**config.mk**
```make
export PLATFORM = sky130hd
export DESIGN_NAME = cbus_mem_arbiter_flat
export DESIGN_NICKNAME = d
export VERILOG_FILES = /design/src/rtl/cbus_mem_arbiter_if.sv /design/src/rtl/cbus_mem_arbiter.sv /design/src/flat_wrapper.sv
export SDC_FILE = /design/constraint.sdc
export NUM_CORES = 1
export LEC_CHECK = 0
export CAP_MARGIN = 10
export CORE_AREA = 2 2 171 173
export DETAILED_ROUTE_END_ITERATION = 8
export DIE_AREA = 0 0 173 175
export PLACE_DENSITY = 0.53
export SLEW_MARGIN = 30
export SYNTH_ARGS = -nofsm -noshare
export SYNTH_HDL_FRONTEND = slang
export SYNTH_SLANG_ARGS = --single-unit
```
**constraint.sdc**
```tcl
create_clock -name clk -period 5.3 [get_ports clk]
set_clock_uncertainty 0.2 [all_clocks]
set_input_delay 1.59 -clock clk [delete_from_list [all_inputs] [get_ports clk]]
set_output_delay 1.59 -clock clk [all_outputs]
set_load 0.1 [all_outputs]
```
**src/rtl/cbus_mem_arbiter_if.sv**
```systemverilog
`default_nettype none
// ============================================================================
// Module   : cbus_mem_arbiter_if
// Purpose  : Bundle of the two CBUS requester ports and the SRAM port seen by
//            cbus_mem_arbiter. slave = arbiter side, master = requesters/SRAM.
// Revision : 1.0 - initial release
// ============================================================================
interface cbus_mem_arbiter_if #(
    parameter int DW = 64,
    parameter int AW = 12
);
    logic          p0_req;
    logic          p0_cmd;
    logic [AW-1:0] p0_addr;
    logic [DW-1:0] p0_wrdata;
    logic          p0_waccept;
    logic          p0_rresp;
    logic [DW-1:0] p0_rd_data;

    logic          p1_req;
    logic          p1_cmd;
    logic [AW-1:0] p1_addr;
    logic [DW-1:0] p1_wrdata;
    logic          p1_waccept;
    logic          p1_rresp;
    logic [DW-1:0] p1_rd_data;

    logic          mem_stall;
    logic          mem_cs;
    logic          mem_we;
    logic [AW-1:0] mem_addr;
    logic [DW-1:0] mem_wrdata;
    logic [DW-1:0] mem_rddata;

    modport slave (
        input  p0_req, p0_cmd, p0_addr, p0_wrdata,
        output p0_waccept, p0_rresp, p0_rd_data,
        input  p1_req, p1_cmd, p1_addr, p1_wrdata,
        output p1_waccept, p1_rresp, p1_rd_data,
        input  mem_stall, mem_rddata,
        output mem_cs, mem_we, mem_addr, mem_wrdata
    );

    modport master (
        output p0_req, p0_cmd, p0_addr, p0_wrdata,
        input  p0_waccept, p0_rresp, p0_rd_data,
        output p1_req, p1_cmd, p1_addr, p1_wrdata,
        input  p1_waccept, p1_rresp, p1_rd_data,
        output mem_stall, mem_rddata,
        input  mem_cs, mem_we, mem_addr, mem_wrdata
    );
endinterface
`default_nettype wire

```
**src/rtl/cbus_mem_arbiter.sv**
```systemverilog
`default_nettype none
// ============================================================================
// Module   : cbus_mem_arbiter
// Purpose  : Two-port CBUS arbiter in front of a single-port 1-cycle SRAM;
//            one grant per cycle, round-robin or fixed priority.
// Revision : 1.0 - initial release
// ============================================================================
module cbus_mem_arbiter #(
    parameter int DW    = 64,
    parameter int AW    = 12,
    parameter bit RR_EN = 1'b1
) (
    input  logic             clk,
    input  logic             sreset_n,
    cbus_mem_arbiter_if.slave bus
);

    typedef enum logic [0:0] {
        PORT0 = 1'b0,
        PORT1 = 1'b1
    } port_e;

    logic          w_gnt_vld;
    port_e         w_gnt_port;
    logic          w_gnt_cmd;
    logic          w_gnt_rd;

    port_e         r_prio_ptr;
    logic          r_rd_pend;
    port_e         r_rd_port;
    logic [DW-1:0] r_hold0;
    logic [DW-1:0] r_hold1;

    // Request lines are combinational into the grant, so gate with reset to
    // keep every response low while sreset_n is asserted.
    always_comb begin
        w_gnt_vld  = 1'b0;
        w_gnt_port = PORT0;
        if (sreset_n && !bus.mem_stall) begin
            case ({bus.p1_req, bus.p0_req})
                2'b01: begin
                    w_gnt_vld  = 1'b1;
                    w_gnt_port = PORT0;
                end
                2'b10: begin
                    w_gnt_vld  = 1'b1;
                    w_gnt_port = PORT1;
                end
                2'b11: begin
                    w_gnt_vld  = 1'b1;
                    w_gnt_port = RR_EN ? r_prio_ptr : PORT0;
                end
                default: begin
                    w_gnt_vld  = 1'b0;
                    w_gnt_port = PORT0;
                end
            endcase
        end
    end

    assign w_gnt_cmd = (w_gnt_port == PORT1) ? bus.p1_cmd : bus.p0_cmd;
    assign w_gnt_rd  = w_gnt_vld & w_gnt_cmd;

    always_comb begin
        bus.mem_cs     = w_gnt_vld;
        bus.mem_we     = w_gnt_vld & ~w_gnt_cmd;
        bus.mem_addr   = '0;
        bus.mem_wrdata = '0;
        if (w_gnt_vld) begin
            bus.mem_addr   = (w_gnt_port == PORT1) ? bus.p1_addr   : bus.p0_addr;
            bus.mem_wrdata = (w_gnt_port == PORT1) ? bus.p1_wrdata : bus.p0_wrdata;
        end
    end

    assign bus.p0_waccept = w_gnt_vld && (w_gnt_port == PORT0) && !bus.p0_cmd;
    assign bus.p0_rresp   = w_gnt_vld && (w_gnt_port == PORT0) &&  bus.p0_cmd;
    assign bus.p1_waccept = w_gnt_vld && (w_gnt_port == PORT1) && !bus.p1_cmd;
    assign bus.p1_rresp   = w_gnt_vld && (w_gnt_port == PORT1) &&  bus.p1_cmd;

    always_ff @(posedge clk or negedge sreset_n) begin
        if (!sreset_n) begin
            r_prio_ptr <= PORT0;
            r_rd_pend  <= 1'b0;
            r_rd_port  <= PORT0;
        end else begin
            if (RR_EN && w_gnt_vld) begin
                r_prio_ptr <= (w_gnt_port == PORT0) ? PORT1 : PORT0;
            end
            r_rd_pend <= w_gnt_rd;
            if (w_gnt_rd) begin
                r_rd_port <= w_gnt_port;
            end
        end
    end

    // SRAM data is bypassed in its arrival cycle and captured for later cycles.
    always_ff @(posedge clk or negedge sreset_n) begin
        if (!sreset_n) begin
            r_hold0 <= '0;
            r_hold1 <= '0;
        end else if (r_rd_pend) begin
            if (r_rd_port == PORT0) begin
                r_hold0 <= bus.mem_rddata;
            end else begin
                r_hold1 <= bus.mem_rddata;
            end
        end
    end

    assign bus.p0_rd_data = (r_rd_pend && (r_rd_port == PORT0)) ? bus.mem_rddata : r_hold0;
    assign bus.p1_rd_data = (r_rd_pend && (r_rd_port == PORT1)) ? bus.mem_rddata : r_hold1;

endmodule
`default_nettype wire

```
**src/flat_wrapper.sv**
```systemverilog
// flat-port wrapper written by rule: the top's interface ports become plain ports
module cbus_mem_arbiter_flat 
#(
    parameter int DW    = 64,
    parameter int AW    = 12,
    parameter bit RR_EN = 1'b1
)
  (clk, sreset_n, bus_p0_req, bus_p0_cmd, bus_p0_addr, bus_p0_wrdata, bus_p0_waccept, bus_p0_rresp, bus_p0_rd_data, bus_p1_req, bus_p1_cmd, bus_p1_addr, bus_p1_wrdata, bus_p1_waccept, bus_p1_rresp, bus_p1_rd_data, bus_mem_stall, bus_mem_rddata, bus_mem_cs, bus_mem_we, bus_mem_addr, bus_mem_wrdata);
  cbus_mem_arbiter_if #(.DW(DW), .AW(AW)) bus_i ();
  input  logic clk;
  input  logic sreset_n;
  input wire logic [$bits(bus_i.p0_req)-1:0] bus_p0_req;
  input wire logic [$bits(bus_i.p0_cmd)-1:0] bus_p0_cmd;
  input wire logic [$bits(bus_i.p0_addr)-1:0] bus_p0_addr;
  input wire logic [$bits(bus_i.p0_wrdata)-1:0] bus_p0_wrdata;
  output wire logic [$bits(bus_i.p0_waccept)-1:0] bus_p0_waccept;
  output wire logic [$bits(bus_i.p0_rresp)-1:0] bus_p0_rresp;
  output wire logic [$bits(bus_i.p0_rd_data)-1:0] bus_p0_rd_data;
  input wire logic [$bits(bus_i.p1_req)-1:0] bus_p1_req;
  input wire logic [$bits(bus_i.p1_cmd)-1:0] bus_p1_cmd;
  input wire logic [$bits(bus_i.p1_addr)-1:0] bus_p1_addr;
  input wire logic [$bits(bus_i.p1_wrdata)-1:0] bus_p1_wrdata;
  output wire logic [$bits(bus_i.p1_waccept)-1:0] bus_p1_waccept;
  output wire logic [$bits(bus_i.p1_rresp)-1:0] bus_p1_rresp;
  output wire logic [$bits(bus_i.p1_rd_data)-1:0] bus_p1_rd_data;
  input wire logic [$bits(bus_i.mem_stall)-1:0] bus_mem_stall;
  input wire logic [$bits(bus_i.mem_rddata)-1:0] bus_mem_rddata;
  output wire logic [$bits(bus_i.mem_cs)-1:0] bus_mem_cs;
  output wire logic [$bits(bus_i.mem_we)-1:0] bus_mem_we;
  output wire logic [$bits(bus_i.mem_addr)-1:0] bus_mem_addr;
  output wire logic [$bits(bus_i.mem_wrdata)-1:0] bus_mem_wrdata;
  assign bus_i.p0_req = bus_p0_req;
  assign bus_i.p0_cmd = bus_p0_cmd;
  assign bus_i.p0_addr = bus_p0_addr;
  assign bus_i.p0_wrdata = bus_p0_wrdata;
  assign bus_p0_waccept = bus_i.p0_waccept;
  assign bus_p0_rresp = bus_i.p0_rresp;
  assign bus_p0_rd_data = bus_i.p0_rd_data;
  assign bus_i.p1_req = bus_p1_req;
  assign bus_i.p1_cmd = bus_p1_cmd;
  assign bus_i.p1_addr = bus_p1_addr;
  assign bus_i.p1_wrdata = bus_p1_wrdata;
  assign bus_p1_waccept = bus_i.p1_waccept;
  assign bus_p1_rresp = bus_i.p1_rresp;
  assign bus_p1_rd_data = bus_i.p1_rd_data;
  assign bus_i.mem_stall = bus_mem_stall;
  assign bus_i.mem_rddata = bus_mem_rddata;
  assign bus_mem_cs = bus_i.mem_cs;
  assign bus_mem_we = bus_i.mem_we;
  assign bus_mem_addr = bus_i.mem_addr;
  assign bus_mem_wrdata = bus_i.mem_wrdata;
  cbus_mem_arbiter #(.DW(DW), .AW(AW), .RR_EN(RR_EN)) u_core (.clk(clk), .sreset_n(sreset_n), .bus(bus_i));
endmodule
```
* Word-level counts from Yosys, hierarchy flattened *
Index checks and enable logic that the tools add are counted.

word-level totals
  word-level logic and storage cells = 40
  memories = 0
  latch bits = 0
  input port bits = 223
  memory bits (writable) = 0
  bits in read-only memories = 0
  output and inout port bits = 210
  flip-flop bits (word level) = 131

cells by class
  bitwise operators = 5
  add/sub/neg operators = 0
  mux-type cells = 12
  reductions and logical operators = 15
  multipliers = 0
  divide/modulo/power cells = 0
  equality and inequality tests = 3
  magnitude comparators = 0
  shift operators = 0

operators by type and width
  operator                                             number
  two-way mux 64 bit                                   4
  two-way mux 12 bit                                   2
  logical AND 1 bit                                    9
  two-way mux 1 bit                                    5
  equality test 2 bit, second input constant           2
  AND reduction 2 bit                                  2
  logical NOT 1 bit                                    3
  inverter 1 bit                                       3
  OR reduction 3 bit                                   1
  AND 1 bit                                            2
  equality test 2 x 1 -> 1 bit, second input constant  1
  one-hot mux 1 bit (2 select lines)                   1

* Logic depth before layout (Yosys ltp) *
Gate-level depths: netlist of the first run.

  depth after elaboration = 6
  gate-level depth with buffers = 6
  depth with buffers taken out = 3

* Worst setup path after synthesis of the first run *
No wires, ideal clock.

  kind = input to output
  start = input port sreset_n
  end = output port bus_mem_we
  buffers on the path = 0
  path slack = -1.195 ns
  arrival time = 4.705 ns
  data required time = 3.510 ns
  stages on the path = 3
  cell sequence = nor2b_2 > and4_1 > a211oi_1

between the ends
  cells in the longest elaborated chain, start to end = 5
  elaborated cells on any way between the ends = 6
  classes of those cells = mux (3); bitwise (2); reduce/logical (1)

ends and longest elaborated chain
  item                 RTL line                source
  from (decl)          flat_wrapper.sv:11      input logic sreset_n;
  logical AND 1 bit *  cbus_mem_arbiter.sv:39  if (sreset_n && !bus.mem_stall) begin
  two-way mux 1 bit    cbus_mem_arbiter.sv:39
  two-way mux 1 bit    cbus_mem_arbiter.sv:61  assign w_gnt_cmd = (w_gnt_port == PORT1) ? bus.p1_cmd : bus.p0_cmd;
  inverter 1 bit       cbus_mem_arbiter.sv:66  bus.mem_we = w_gnt_vld & ~w_gnt_cmd;
  AND 1 bit *          cbus_mem_arbiter.sv:66
  to (decl)            flat_wrapper.sv:29      output wire logic [$bits(bus_i.mem_we)-1:0] bus_mem_we;

Mark *: on every way between the ends. The rest lies on a longest branch, timed or not.

* Worst setup path in the final report of the first run *
  start = input port bus_mem_stall
  end = output port bus_mem_wrdata[60]

between the ends
  cells in the longest elaborated chain, start to end = 5
  elaborated cells on any way between the ends = 6
  classes of those cells = mux (4); reduce/logical (2)

ends and longest elaborated chain
  item                  RTL line                source
  from (decl)           flat_wrapper.sv:26      input wire logic [$bits(bus_i.mem_stall)-1:0] bus_mem_stall;
  logical NOT 1 bit *   cbus_mem_arbiter.sv:39
  logical AND 1 bit *   cbus_mem_arbiter.sv:39
  two-way mux 1 bit     cbus_mem_arbiter.sv:39
  two-way mux 64 bit    cbus_mem_arbiter.sv:71  bus.mem_wrdata = (w_gnt_port == PORT1) ? bus.p1_wrdata : bus.p0_wrdata;
  two-way mux 64 bit *  cbus_mem_arbiter.sv:69  if (w_gnt_vld) begin
  to (decl)             flat_wrapper.sv:31      output wire logic [$bits(bus_i.mem_wrdata)-1:0] bus_mem_wrdata;

Marked as above.

==> results of run 1 <==
sequential cells by signal, summed over array words and instances (netlist names):
name               flops
u_core.r_hold1        64
u_core.r_rd_port       1
u_core.r_hold0        64
u_core.r_rd_pend       1
u_core.r_prio_ptr      1
layout make-up:
type | instances | share of cell area
repair buffers | 439 | 0.427
flip-flops and latches | 131 | 0.282
multi-input cells | 223 | 0.196
well taps | 384 | 0.0413
clock buffers | 20 | 0.0392
clock inverters | 11 | 0.0131
diodes | 7 | 0.00150
inverters | 2 | 0.000645
power breakdown:
group	switching (mW)	leakage, nW	internal (mW)	total, mW
clock network	0.446	0.289	0.766	1.21
registers	0.0779	1.57	1.33	1.41
logic	3.27	3.11	0.991	4.27
total	3.80	4.97	3.09	6.89
cell families after synthesis:
kind of cell           synth area share
DFF                               0.574
AOI/OAI and AO/OA                 0.125
buffers and inverters            0.0348
muxes                             0.252
and+or+nand+nor                  0.0149
worst paths after layout:
| path | slack (ns) | endpoint | depth (start not counted) |
|---|---|---|---|
| setup / recovery | 0.25 | bus_mem_wrdata[60] | 6 |
| hold / removal | 0.30 | u_core.r_hold1[28] | 1 |
| setup reg to reg | 3.39 | u_core.r_hold0[1] | 3 |
| hold reg to reg | 0.30 | u_core.r_hold1[28] | 1 |
| max in group asynchronous | 2.54 | u_core.r_hold1[33] | 3 |
| min in group asynchronous | 1.19 | u_core.r_hold1[21] | 2 |
cell usage in the layout (no fill, tap or decap), types with 3 or more instances in the layout:
cell type	netlist	layout
diode_2	0	7
buf_4	2	127
a22o_1	76	76
clkinv_4	0	3
clkinvlp_4	0	3
dfrtp_1	131	131
mux2_2	128	128
clkdlybuf4s50_1	0	221
buf_12	0	89
clkbuf_16	0	17
bufinv_16	0	3
routing by layer:
metal,part of all wire,up-vias
met4,0.011,0
met2,0.50,257
li1,-,2318
met5,0,-
met1,0.39,2526
met3,0.10,13
==> flow_summary.ini, run 1 <==
[min_path]
holdCritStartpoint = u_core.r_hold1[28]
holdCritPathClass = reg2reg

[sta]
fmax_ghz = 0.198
finalSetupTns_ns = 0
slew_violations = 0
setup_viol = 0
finalHoldViolCount = 0
layout_min_cycle_time_ns = 5.05
layout_setup_ws_ns = 0.253
rsz0062_at_grt = no
relSlewSlack = 0.493
worstMarginPinSlew_ns = 0.760
whs_ns = 0.295
fin_crit_sh = 0.952

[final_layout]
design_area_sq_um = 11600
multiInputGateArea_sq_um = 2280
area_growth_syn_to_layout_pct = 104
n_fill_cell = 2736
seq_area_sq_um = 3280
final_util = 0.410
drive_gt1_frac = 0.467
final_cells = 1217
layout.nets = 1037

[clocking]
cts-root-buf = clkbuf_16
worstSkewPairLatency_ns = 0.40
cts_tree = built
cts.htree.levels = 4
clockBufferDepth = 2
clkTransAtPathRegs_ns = 0.06
cts_inserted_buffers = 17
clock-sinks = 131
post_cts_buffers = 0
postCtsHoldBufs = 0
cts-resized-gates = 0

[floorplan]
die_h_microns = 175
dieArea_sq_um = 30300
row_count = 62
ioPinCount = 433
core_sq_um = 28400
start_util = 0.201
dieWidth_microns = 173

[placed_design]
post-dp-hpwl_mm = 21.6
dp_slack_ns = 0.318
io_buffer_count = 432
placed_cells = 1179
place_congestion = 0.847
placed_area_sq_um = 11000

[yosys]
synthCells = 387
ys_seq_area_frac = 0.574
yosysTopAreaCell = dfrtp_1
syn_area_sq_um = 5720
synth-edff-count = 0
synth_commonest_cells = 131 x dfrtp_1, 128 x mux2_2, 76 x a22o_1
synth_top_cells_by_area = dfrtp_1 57%, mux2_2 25%, a22o_1 12%, buf_2 2.1%, buf_6 0.99%
syn_area_per_cell_sq_um = 14.8
synth_top_area_frac = 0.574
yosysWarnings = 0
ys_async_sr_fraction = 1.00
synth_ff_type = dfrtp_1
syn-num-nets = 610
ys_ff_latch = 131
synth_cell_types = 23
yosysMostFrequentCell = dfrtp_1

[detailed_routing]
via_per_inst = 4.20
vias = 5114
drt-pass1-iter-count = 4
drt_iter0_drc = 207
drt-total-wl_mm = 27.1
ant_nets = 0
drcViolationCount = 0
wl_per_cell_microns = 22.3

[critical_path]
slowest_delay_ns = 0.41
startpoint = bus_mem_stall
arrival_ns = 3.26
cp_slowest_cell = clkdlybuf4s50_1
path_buf_inv = 3
crit_type = in2out
cp_common_cell = buf_12
worstSetupEndpointType = primary output
critPathMaxFanout = 44
worstPathCellList = clkdlybuf4s50_1, nor2b_2, and3_2, buf_12, a22o_1, buf_12
r2r_start = u_core.r_rd_port
required_ns = 3.51
setup.worst_path.start_class = input pin
crit_family = buffers and inverters

[global_route]
grtUsageMet1 = 0.204
grt_pass1_vias = 5603
gr-usage-met3 = 0.0809
grt_pass1_wl_mm = 39.1
antenna_found_initial = 10
met2_usage = 0.289
track_usage = 0.176
grt_max_degree = 75
gr-total-overflow = 0
top_usage_layer = met2

[pwr]
p_leak_nw = 4.97
total_power_mw = 6.89
power.density_nw_per_um2 = 592
ir_drop_v = 0.000207

[run]
max-cap-violations = 0

[run_status]
status = complete, no violations
No activity file was read; power rests on OpenSTA's default activity.
==> run 2, diff against run 1 <==
Settings changed: CAP_MARGIN 10 to default, CORE_AREA 2 2 171 173 to 2 2 170 172, DIE_AREA 0 0 173 175 to 0 0 172 174, DONT_BUFFER_PORTS from default to 1, PLACE_DENSITY 0.53 to 0.33.
==> run 2 against run 1 <==
Sequential power about the same. Global-route usage decreased by 3.2 points. Non-clock buffer count decreased by 352. Cell count decreased by 29%. Wire length decreased by 18%. Register-to-register slack got worse by 0.21 ns. Die area decreased by 1.1%.
==> flow_summary.ini, run 2 (same netlist as run 1, synthesis figures left out) <==
[global_route]
antenna_found_initial = 2
track_usage = 0.145
grt_pass1_wl_mm = 30.7
grt_max_degree = 133
gr-total-overflow = 0
grt_pass1_vias = 4269

[sta]
relSlewSlack = 0.569
fin_crit_sh = 0.936
layout_min_cycle_time_ns = 4.96
finalHoldViolCount = 0
slew_violations = 0
fmax_ghz = 0.202
worstMarginPinSlew_ns = 0.640
setup_viol = 0
finalSetupTns_ns = 0
rsz0062_at_grt = no

[clocking]
worstSkewPairLatency_ns = 0.41
cts_inserted_buffers = 17
clock-sinks = 131
cts_tree = built
clkTransAtPathRegs_ns = 0.06
cts-root-buf = clkbuf_16
clockBufferDepth = 2
cts-resized-gates = 0
post_cts_buffers = 0
postCtsHoldBufs = 0
cts.htree.levels = 4

[detailed_routing]
drcViolationCount = 0
via_per_inst = 4.45
drt_iter0_drc = 144
drt-pass1-iter-count = 4
drt-total-wl_mm = 22.4
ant_nets = 0
vias = 3831
wl_per_cell_microns = 26.0

[critical_path]
crit_type = in2out
worstSetupEndpointType = primary output
ff2ff_setup_slack_ns = 3.18
crit_end = bus_mem_wrdata[53]
r2r_end = u_core.r_hold0[58]
required_ns = 3.51
setup.worst_path.start_class = input pin
critPathMaxFanout = 132
ff2ff_path_depth = 3
startpoint = sreset_n
r2r_start = u_core.r_rd_port
arrival_ns = 3.17

[min_path]
holdCritPathClass = reg2reg

[floorplan]
die_h_microns = 174
start_util = 0.202
row_count = 62
core_sq_um = 28200
dieWidth_microns = 172
ioPinCount = 433
dieArea_sq_um = 29900

[run_status]
status = complete, no violations

[final_layout]
final_common_cell = dfrtp_1
drive_gt1_frac = 0.537
mostFrequentLayoutCells = 131 x dfrtp_1, 128 x mux2_2, 81 x buf_12
largestRegisters = u_core.r_hold0: 64 flops, u_core.r_hold1: 64 flops
design_area_sq_um = 8280
area_growth_syn_to_layout_pct = 44.8
layout.nets = 685

[pwr]
ir_drop_v = 0.000217
power.density_nw_per_um2 = 735
p_leak_nw = 3.41

[placed_design]
post-dp-hpwl_mm = 17.6
placed_area_sq_um = 7710
io_buffer_count = 0
place_congestion = 0.851

[run]
max-cap-violations = 0
run 2: worst max-delay path, stage by stage:
cell and delay [ns]:
nor2b_2 0.25, and3_2 0.49, buf_4 0.35, a22o_1 0.25, buf_12 0.19
run 2: report_power, final:
part / total [mW] / internal, mW / switching, mW
clock network: 1.11 / 0.679 / 0.436
logic: 3.55 / 0.423 / 3.13
registers: 1.42 / 1.34 / 0.0813
run 2: routing by layer:
layer / share of wire / track usage / vias up
li1: - / - / 1604
met1: 0.32 / 0.133 / 1958
met2: 0.54 / 0.263 / 244
met3: 0.12 / 0.0776 / 23
met4: 0.021 / 0.0588 / 2
met5: 0.00040 / 0 / -
run 2: worst min-delay path by stage:
stage,endpoint,slack (ns),startpoint,cells past startpoint
after global placement,u_core.r_prio_ptr,0.30,u_core.r_prio_ptr,1
after detailed placement,u_core.r_prio_ptr,0.34,u_core.r_prio_ptr,1
final,u_core.r_prio_ptr,0.34,u_core.r_prio_ptr,1
after CTS,u_core.r_prio_ptr,0.36,u_core.r_prio_ptr,1
after floorplan,u_core.r_prio_ptr,0.27,u_core.r_prio_ptr,1
after global routing,u_core.r_prio_ptr,0.36,u_core.r_prio_ptr,1
run 2: through the flow:
stage                     utilization  std cells  hold WS (ns)  power (mW)  setup WS, ns
after floorplan                     -        387         0.272        4.68         0.180
after global placement          0.273        827         0.295        4.99         0.506
after detailed placement        0.273        827         0.342        5.01         0.375
after CTS                       0.293        859         0.357        6.15         0.366
after global routing            0.293        861         0.361        6.25         0.256
final                           0.293        861         0.342        6.08         0.338
run 2: area by class of cell:
cell class / instances / area [sq um]
repair buffers: 87 / 1670
clock buffers: 23 / 478
diodes: 2 / 5.00
flip-flops and latches: 131 / 3280
inverters: 2 / 7.51
well taps: 384 / 480
clock inverters: 9 / 80.1
multi-input cells: 223 / 2280
fillers: 2875 / 20000
==> run 3, diff against run 2 <==
==> constraint.sdc (replaced) <==
create_clock -name clk -period 5.3 [get_ports clk]
set_clock_uncertainty 0.2 [all_clocks]
set_input_delay 1.06 -clock clk [delete_from_list [all_inputs] [get_ports clk]]
set_output_delay 1.06 -clock clk [all_outputs]
set_load 0.1 [all_outputs]
==> run 3 against run 2 <==
Core utilization fell by 3.6 points. Sequential share of layout area rose by 5.6 points. Maximum frequency rose by 12%. Non-clock buffer count fell by 1. Worst hold slack got worse by 0.20 ns. Critical endpoint is now bus_mem_wrdata[37]. Clock power fell by 5%.
==> flow_summary.ini, run 3 (same netlist as run 1, synthesis figures left out) <==
[run_status]
status = complete, no violations

[global_route]
gr-total-overflow = 0
grt_pass1_vias = 4158
grt_pass1_wl_mm = 29.9
antenna_found_initial = 4
grt_max_degree = 133
track_usage = 0.141

[floorplan]
die_h_microns = 174
row_count = 62
dieWidth_microns = 172
core_sq_um = 28200
ioPinCount = 433
dieArea_sq_um = 29900
start_util = 0.202

[critical_path]
cp_common_cell = buf_4
path_buf_inv = 2
critPathMaxFanout = 132
crit_type = in2out
cp_slowest_cell = and3_2
crit_family = simple AND/OR/NAND/NOR gates
worstSetupEndpointType = primary output
setup.worst_path.start_class = input pin
arrival_ns = 3.16
worstPathCellList = nor2b_2, and3_2, buf_4, a22o_1, buf_4
slowest_delay_ns = 0.63
required_ns = 4.04

[placed_design]
placed_area_sq_um = 6710
post-dp-hpwl_mm = 17.3
dp_slack_ns = 0.938
placed_cells = 826
place_congestion = 0.931
io_buffer_count = 0

[clocking]
clkTransAtPathRegs_ns = 0.05
cts-resized-gates = 0
worstSkewPairLatency_ns = 0.41
cts_inserted_buffers = 17
post_cts_buffers = 0
cts.htree.levels = 4
cts-root-buf = clkbuf_16
postCtsHoldBufs = 0
clock-sinks = 131
cts_tree = built
clockBufferDepth = 2

[sta]
layout_min_cycle_time_ns = 4.42
worstMarginPinSlew_ns = 0.853
finalHoldViolCount = 0
slew_violations = 0
setup_viol = 0
rsz0062_at_grt = no
fmax_ghz = 0.226
relSlewSlack = 0.430
layout_setup_ws_ns = 0.878
fin_crit_sh = 0.834
finalSetupTns_ns = 0

[min_path]
holdCritPathClass = in2async

[final_layout]
mostFrequentLayoutCells = 131 x dfrtp_1, 128 x mux2_2, 84 x buf_4
largestRegisters = u_core.r_hold0: 64 flops, u_core.r_hold1: 64 flops
design_area_sq_um = 7250
area_growth_syn_to_layout_pct = 26.9
layout.nets = 684
n_fill_cell = 2963
final_util = 0.257
seq_area_sq_um = 3280
multiInputGateArea_sq_um = 2270
final_common_cell = dfrtp_1
drive_gt1_frac = 0.536
final_cells = 863

[detailed_routing]
drt-pass1-iter-count = 4
ant_nets = 0
via_per_inst = 4.41
drt_iter0_drc = 164
vias = 3806
drt-total-wl_mm = 22.0
wl_per_cell_microns = 25.4
drcViolationCount = 0

[pwr]
p_leak_nw = 3.16
ir_drop_v = 0.000230
power.density_nw_per_um2 = 819

[run]
max-cap-violations = 0
[run 3: changes by cell type in the layout (fill, tap and decap cells not counted), sizes merged]
cell      delta
buf          -1
bufinv       -1
clkinv       +2
clkinvlp     -1
diode        +3
[run 3: per-layer routing]
metal  global-route usage  share of wire  routed length, microns
met3               0.0665           0.12                    2630
met2                0.246           0.52                   11400
met1                0.146           0.35                    7600
met4               0.0490          0.016                     352
met5                    0              0                       0
[run 3: worst paths after layout]
kind	start	endpoint	slack, ns	cells after the start
max in group asynchronous	sreset_n	u_core.r_hold0[61]	4.55	0
worst max register to register	u_core.r_rd_port	u_core.r_hold1[9]	2.72	3
min in group clk	u_core.r_prio_ptr	u_core.r_prio_ptr	0.31	1
worst min-delay path	sreset_n	u_core.r_hold1[51]	0.15	0
worst max-delay path	sreset_n	bus_mem_wrdata[37]	0.88	5
worst min register to register	u_core.r_prio_ptr	u_core.r_prio_ptr	0.31	1
[run 3: power by group]
part | leakage, nW | total, mW | internal (mW) | switching (mW)
clock network | 0.259 | 1.06 | 0.631 | 0.429
registers | 1.57 | 1.42 | 1.34 | 0.0796
logic | 1.33 | 3.46 | 0.349 | 3.11
[run 3: per-stage QoR]
stage	total power, mW	hold slack, ns
finish	5.94	0.146
floorplan	4.68	0.272
global route	6.12	0.113
detailed placement	4.92	0.294
global placement	4.90	0.301
CTS	6.02	0.111
[run 3: cell type report]
class | instances | share of cell area
sequential | 131 | 0.452
multi-input combinational | 223 | 0.313
timing repair buffer | 86 | 0.0925
tap | 384 | 0.0663
clock buffer | 23 | 0.0659
clock inverter | 9 | 0.00776
antenna | 5 | 0.00173
inverter | 2 | 0.00104
